<file path="config.mk">
export PLATFORM = sky130hd
export DESIGN_NAME = branch_predictor
export DESIGN_NICKNAME = d
export VERILOG_FILES = /design/src/rtl/branch_predictor.sv
export SDC_FILE = /design/constraint.sdc
export NUM_CORES = 1
export LEC_CHECK = 0
export ABC_CLOCK_PERIOD_IN_PS = 5100
export CAP_MARGIN = 20
export CORE_ASPECT_RATIO = 1.75
export CORE_MARGIN = 4
export CORE_UTILIZATION = 40
export CTS_CLUSTER_DIAMETER = 150
export DETAILED_ROUTE_END_ITERATION = 8
export GPL_ROUTABILITY_DRIVEN = 1
export SLEW_MARGIN = 20
export SYNTH_ARGS = -nofsm -noshare
export SYNTH_HDL_FRONTEND = slang
export SYNTH_SLANG_ARGS = --single-unit
</file>
<file path="constraint.sdc">
create_clock -name clk -period 5.1 [get_ports clk]
set_clock_uncertainty 0.1 [all_clocks]
set_input_delay 1.02 -clock clk [delete_from_list [all_inputs] [get_ports clk]]
set_output_delay 1.02 -clock clk [all_outputs]
set_load 0.01 [all_outputs]
</file>
<file path="src/rtl/branch_predictor.sv">
// branch_predictor: direct-mapped BTB with saturating counters, redirect generation and stats
module branch_predictor #(
    parameter int XLEN    = 32,
    parameter int ENTRIES = 16,
    parameter int TAG_W   = 8,
    parameter int CTR_W   = 2,
    parameter int STAT_W  = 32
) (
    input  logic              clk,
    input  logic              resetn,
    input  logic              i_bp_en,
    input  logic [XLEN-1:0]   i_if_pc,
    output logic              o_pred_taken,
    output logic [XLEN-1:0]   o_pred_target,
    input  logic              i_upd_valid,
    input  logic              i_upd_uncond,
    input  logic [XLEN-1:0]   i_upd_pc,
    input  logic              i_upd_taken,
    input  logic [XLEN-1:0]   i_upd_target,
    input  logic              i_upd_pred_taken,
    input  logic [XLEN-1:0]   i_upd_pred_tgt,
    output logic              o_redirect,
    output logic [XLEN-1:0]   o_redirect_pc,
    output logic [STAT_W-1:0] o_br_cnt,
    output logic [STAT_W-1:0] o_miss_cnt
);
    localparam int IDX_W = $clog2(ENTRIES);
    localparam logic [CTR_W-1:0] CTR_MAX = '1;
    localparam logic [CTR_W-1:0] CTR_WT  = CTR_W'(1 << (CTR_W - 1));
    localparam logic [CTR_W-1:0] CTR_WNT = CTR_W'((1 << (CTR_W - 1)) - 1);
    logic              r_valid [ENTRIES];
    logic [TAG_W-1:0]  r_tag   [ENTRIES];
    logic [XLEN-1:0]   r_tgt   [ENTRIES];
    logic [CTR_W-1:0]  r_ctr   [ENTRIES];
    logic [STAT_W-1:0] r_br, r_miss;
    logic [IDX_W-1:0]  w_idx, w_uidx;
    logic [TAG_W-1:0]  w_tag, w_utag;
    logic              w_hit, w_uhit, w_miss;
    logic [CTR_W-1:0]  w_uctr, w_inc, w_dec;
    always_comb begin
        w_idx         = i_if_pc[IDX_W+1:2];
        w_tag         = i_if_pc[IDX_W+2 +: TAG_W];
        w_uidx        = i_upd_pc[IDX_W+1:2];
        w_utag        = i_upd_pc[IDX_W+2 +: TAG_W];
        w_hit         = r_valid[w_idx] && (r_tag[w_idx] == w_tag);
        w_uhit        = r_valid[w_uidx] && (r_tag[w_uidx] == w_utag);
        o_pred_taken  = i_bp_en && w_hit && r_ctr[w_idx][CTR_W-1];
        o_pred_target = o_pred_taken ? r_tgt[w_idx] : '0;
        w_uctr        = r_ctr[w_uidx];
        w_inc         = (w_uctr == CTR_MAX) ? w_uctr : w_uctr + CTR_W'(1);
        w_dec         = (w_uctr == '0) ? w_uctr : w_uctr - CTR_W'(1);
        w_miss        = i_upd_valid && ((i_upd_taken != i_upd_pred_taken) ||
                        (i_upd_taken && i_upd_pred_taken && (i_upd_target != i_upd_pred_tgt)));
        o_redirect    = w_miss;
        o_redirect_pc = w_miss ? (i_upd_taken ? i_upd_target : i_upd_pc + XLEN'(4)) : '0;
    end
    always_ff @(posedge clk) begin
        if (!resetn) begin
            for (int i = 0; i < ENTRIES; i++) begin
                r_valid[i] <= 1'b0;
                r_tag[i]   <= '0;
                r_tgt[i]   <= '0;
                r_ctr[i]   <= CTR_WNT;
            end
            r_br   <= '0;
            r_miss <= '0;
        end else if (i_upd_valid) begin
            if (w_uhit) begin
                r_ctr[w_uidx] <= i_upd_taken ? (i_upd_uncond ? CTR_MAX : w_inc) : w_dec;
                if (i_upd_taken) r_tgt[w_uidx] <= i_upd_target;
            end else if (i_upd_taken) begin
                r_valid[w_uidx] <= 1'b1;
                r_tag[w_uidx]   <= w_utag;
                r_tgt[w_uidx]   <= i_upd_target;
                r_ctr[w_uidx]   <= i_upd_uncond ? CTR_MAX : CTR_WT;
            end
            if (r_br != '1) r_br <= r_br + STAT_W'(1);
            if (w_miss && r_miss != '1) r_miss <= r_miss + STAT_W'(1);
        end
    end
    assign o_br_cnt   = r_br;
    assign o_miss_cnt = r_miss;
endmodule

</file>
==> results of run 1 <==
-- state kept, by name, summed over array words and instances (netlist names) --
register and count:
r_tgt 512, r_tag 128, r_ctr 32, r_valid 16
o_br_cnt 32, o_miss_cnt 32
-- final timing paths --
| kind | startpoint | endpoint | slack (ns) |
|---|---|---|---|
| max reg2reg | o_miss_cnt[14] | o_miss_cnt[23] | 1.28 |
| min | r_valid[0] | r_valid[0] | 0.38 |
| min reg2reg | r_valid[0] | r_valid[0] | 0.38 |
| max | i_upd_pc[10] | o_redirect_pc[20] | 0.07 |
-- metrics by stage --
stage,setup TNS (ns),setup slack (ns),power [mW],std cells,hold WS [ns]
final,0,0.0698,14.4,4290,0.376
after global routing,-0.0295,-0.0208,14.8,4290,0.400
after CTS,-0.131,-0.131,14.5,4282,0.376
after detailed placement,-5.67,-0.297,8.77,4147,0.367
after global placement,-5.02,-0.321,8.72,4146,0.355
after floorplan,0,0.192,8.00,2776,0.336
-- cell families after synthesis --
kind of cell	count (synthesis)
and+or+nand+nor	1163
DFF	752
buffers and inverters	296
muxes	292
AOI/OAI and AO/OA	152
xor gates and xnor gates	114
adders and majority gates	7
-- routing by layer --
layer	vias to the layer above	global-route usage [%]
met5	-	0
met4	2	12.6
met3	289	3.94
met2	1229	44.6
met1	13100	27.8
li1	11000	-
-- worst max-delay path: stages --
cell and delay, ns:
clkdlybuf4s50_1 0.46, buf_4 0.16, and4_4 0.24, nand3_1 0.15
buf_4 0.23, nor3_2 0.15, buf_4 0.19, nand3_1 0.10
xor2_1 0.29, nor2_1 0.07, a21oi_1 0.27, nor2_1 0.08
clkdlybuf4s50_1 0.49
-- cell type report --
cell class	count	area, µm²	share of cell area (%)
Multi-Input combinational cell	1728	14300	32.0
Tap cell	1192	1490	3.35
Clock buffer	90	1930	4.34
Inverter	22	82.6	0.185
Timing Repair Buffer	463	4430	9.95
Clock inverter	43	547	1.23
Sequential cell	752	21800	48.9
-- power groups by stage --
stage | clock network, mW | logic [mW] | registers (mW)
floorplan | 0 | 0.826 | 7.18
global placement | 0 | 1.53 | 7.19
detailed placement | 0 | 1.55 | 7.22
CTS | 5.84 | 1.56 | 7.09
global route | 6.06 | 1.63 | 7.11
finish | 5.76 | 1.56 | 7.09
-- what timing repair did --
action	CTS	global route
buffers inserted	1	8
pin swaps	2	2
gates cloned	1	0
resized for setup	33	67
endpoints found under the setup margin	33	58
-- placed cells by master (no fill, tap or decap), drive strengths merged, types with 76 or more instances in the layout --
cell	netlist	routed
xnor2	76	76
clkdlybuf4s50	0	201
buf	51	227
edfxtp	672	672
nand2	143	143
and2	142	142
mux4	231	231
and3	402	402
clkbuf	223	116
dfxtp	80	80
nor2	258	258
==> results.toml, run 1 <==
[outcome]
status = "finished clean"

[routing]
post_drt_wl_per_cell_um = 28.8
antenna_left = 0
drc = 0
top_layer = "met5"
via_per_inst = 5.97
drtIter0Drc = 2810
met3_length_um = 8410
wirelength_um = 124000
firstDrtPassIters = 5
met1_length_um = 42900
met2_length_um = 65600
via_count = 25600

[yosys]
yosys.area_share.adder_pct = 0.236
syn_area_per_cell_um2 = 13.4
synthesis.area_um2 = 37100
synth.area.top_cells = "edfxtp_1 (54%), mux4_2 (14%), and3_1 (6.8%)"
synth_xor_area_share_pct = 2.69
synthFlopType = "edfxtp_1"
synth_enable_flop_cells = 672
muxShareOfSynthArea_pct = 15.7
yosys.area_share.simple_pct = 16.9
syn-num-nets = 2918
synth_top_area_cell = "edfxtp_1"
async_flop_share_pct = 0
yosysMostFrequentCell = "edfxtp_1"
ys_types = 60
post-synth-top-area-fraction_pct = 54.4
ys_warn_count = 0
yosys_register_bits = 752
synthCells = 2776
synth_compound_area_share_pct = 2.48
yosys-top-cells-count = "edfxtp_1 (672), and3_1 (402), nor2_1 (258)"
synth_top_family_by_area = "simple AND/OR/NAND/NOR gates"
yosysSeqAreaShare_pct = 58.7

[finish]
drive_gt1_share_pct = 20.6
area_growth_syn_to_layout_pct = 20.0
final_area_um2 = 44500
antenna_cells = 0
nets = 3181
postLayoutCoreUtil_pct = 48.4
nFillCells = 7970

[clocking]
clock_sinks = 752
h-tree-depth = 3
cts-buffers-inserted = 72
worstSkewPairLatency_ns = 0.65
cts-root-buf = "clkbuf_16"
clkTransAtPathRegs_ns = 0.06
ctsHoldBuffers = 0
clock_path_buffers = 3
tritoncts = "built"

[power_and_ir_drop]
p_int_mw = 11.0
p_per_area_nw_per_um2 = 323
power_frac_clock_pct = 40.0
power_frac_seq_pct = 49.2
p_sw_mw = 3.42
power.leakage_nw = 16.7
vdd_ir_drop_max_mv = 0.238
combPwrFrac_pct = 10.8
p_sw_share_pct = 23.8

[timing]
max_freq_ghz = 0.199
worst_pin_slew_ns = 1.04
layout_min_cycle_time_ns = 5.03
hold_viol = 0
slew_headroom_pct = 30.4
drv_slew = 0
finalCritPeriodShare_pct = 98.6
setup_violations = 0

[floorplanning]
coreArea_um2 = 92000
initial_utilization_pct = 40.3
num_io_pins = 265
die-area_um2 = 97900
die-height_um = 411
die_width_um = 238
fp-row-count = 147

[placement]
place_hpwl_um = 80500
place_congestion = 0.885
io_buffers = 244
placed_cell_area_um2 = 42000

[critical_path]
arrival_ns = 3.91
cp.required_ns = 3.98
reg2regPathDepth = 8
worstPathMaxFanout = 5
path_class = "primary input to output pin"
start_kind = "primary input"
endpoint_kind = "output pin"

[global_routing]
overflow = 0
grt_max_degree = 85
track_usage_pct = 24.6
grt_pass1_wl_um = 176000
antenna_found_initial = 3
grt_pass1_vias = 26400

[run]
cap_violations = 0

[min_path]
holdPathStages = 2
hp-class = "flop to flop"
No activity file was read; power rests on OpenSTA's default activity.
==> run 2: changes to the inputs <==
==> constraint.sdc (replaced) <==
create_clock -name clk -period 5.1 [get_ports clk]
set_clock_uncertainty 0.1 [all_clocks]
set_input_delay 1.02 -clock clk [delete_from_list [all_inputs] [get_ports clk]]
set_output_delay 1.02 -clock clk [all_outputs]
set_load 0.005 [all_outputs]
==> results.toml, run 2 (synthesis results as in run 1) <==
[placement]
io_buffers = 244
place_inst = 4146
place_hpwl_um = 80600
place_congestion = 0.897

[timing]
drv_slew = 0
hold_viol = 0
setup_tns_ns = 0
finalCritPeriodShare_pct = 99.3
whs_ns = 0.370
layout_min_cycle_time_ns = 5.06
setup_violations = 0
slew_headroom_pct = 28.8
max_freq_ghz = 0.197
worst_pin_slew_ns = 1.07

[finish]
final_common_cell = "edfxtp_1"
postLayoutCoreUtil_pct = 48.3
area_growth_syn_to_layout_pct = 19.7
mostFrequentLayoutCells = "edfxtp_1 (672), and3_1 (402), nor2_1 (254)"
largest_reg_flops = 512
antenna_cells = 0
nets = 3184
reg_top3 = "r_tgt: 512 flops, r_tag: 128 flops"
fin_cells = 4288
drive_gt1_share_pct = 19.5
largest-register = "r_tgt"

[clocking]
clkTransAtPathRegs_ns = 0.06
tritoncts = "built"
cts-buffers-inserted = 72
h-tree-depth = 3
worstSkewPairLatency_ns = 0.64
cts-root-buf = "clkbuf_16"
clock_sinks = 752
clock_path_buffers = 3

[routing]
firstDrtPassIters = 6
drtIter0Drc = 2858
antenna_left = 0
via_count = 25600
drc = 0
via_per_inst = 5.97
post_drt_wl_per_cell_um = 28.3
wirelength_um = 121000

[floorplanning]
num_io_pins = 265
die_width_um = 238
coreArea_um2 = 92000
die-area_um2 = 97900
fp-row-count = 147
die-height_um = 411
initial_utilization_pct = 40.3

[critical_path]
reg2reg_slack_ns = 1.40
worstPathMaxFanout = 13
start_kind = "primary input"
arrival_ns = 3.94
worstReg2RegEnd = "r_tag[1][6]"
path_class = "primary input to output pin"
r2r_start = "r_tag[1][2]"
reg2regPathDepth = 10
cp.required_ns = 3.98
endpoint_kind = "output pin"

[global_routing]
overflow = 0
grt_pass1_vias = 26200
antenna_found_initial = 3
grt_pass1_wl_um = 175000
track_usage_pct = 24.2
grt_max_degree = 129

[power_and_ir_drop]
p_per_area_nw_per_um2 = 316
vdd_ir_drop_max_mv = 0.247
fin_total_pwr_mw = 14.0
power.leakage_nw = 16.8

[min_path]
holdPathEnd = "r_valid[0]"
holdPathStages = 2
min_from = "r_valid[0]"
hp-class = "flop to flop"

[run]
cap_violations = 0

[outcome]
status = "finished clean"
[run 2: through the flow]
step	cell area (µm²)	setup WS (ns)
CTS	44300	0.00277
detailed placement	41900	-0.225
finish	44400	0.0361
global route	44400	-0.00509
global placement	41900	-0.164
floorplan	37100	0.256
[run 2: worst max-delay path by stage]
stage	from	slack, ns	endpoint	depth (start not counted)
2_1_floorplan	i_if_pc[2]	0.26	o_pred_target[10]	9
3_3_place_gp	i_if_pc[2]	-0.16	o_pred_target[0]	11
3_5_place_dp	i_if_pc[2]	-0.23	o_pred_target[27]	11
4_1_cts	i_if_pc[2]	0.003	o_pred_target[28]	11
5_1_grt	i_if_pc[2]	-0.005	o_pred_target[29]	12
6_report	i_if_pc[2]	0.04	o_pred_target[0]	12
[run 2: metal layers]
metal | global-route usage, % | routed length [µm]
met1 | 27.9 | 42600
met2 | 43.4 | 63600
met3 | 4.01 | 8320
met4 | 11.9 | 6910
met5 | 0 | 27
[run 2: report_power, final]
group / switching [mW] / internal, mW
logic: 0.865 / 0.668
registers: 0.102 / 6.99
clock network: 2.35 / 3.04
[run 2: repair_timing]
| item | 4_1_cts | 5_1_grt |
|---|---|---|
| setup buffers | 4 | 8 |
| hold buffers | 0 | 0 |
| setup endpoints to repair | 33 | 15 |
| gates resized for setup | 24 | 16 |
| pin swaps | 2 | 2 |
| cloned | 1 | 1 |
[run 2: worst max-delay path: stages]
cell and delay (ns):
buf_16 0.14, buf_12 0.15, mux4_2 0.52, mux4_2 0.48
xor2_1 0.16, nor2_2 0.28, nand4_1 0.26, buf_12 0.21
buf_4 0.16, nor2b_1 0.12, buf_4 0.15, dlygate4sd2_1 0.24
[run 2: layout make-up]
| cell class | instances | area, µm² |
|---|---|---|
| Timing Repair Buffer | 466 | 4520 |
| Inverter | 22 | 82.6 |
| Tap cell | 1192 | 1490 |
| Multi-Input combinational cell | 1728 | 14200 |
| Sequential cell | 752 | 21800 |
| Clock buffer | 93 | 1930 |
| Clock inverter | 35 | 362 |
| Fill cell | 7941 | 47600 |
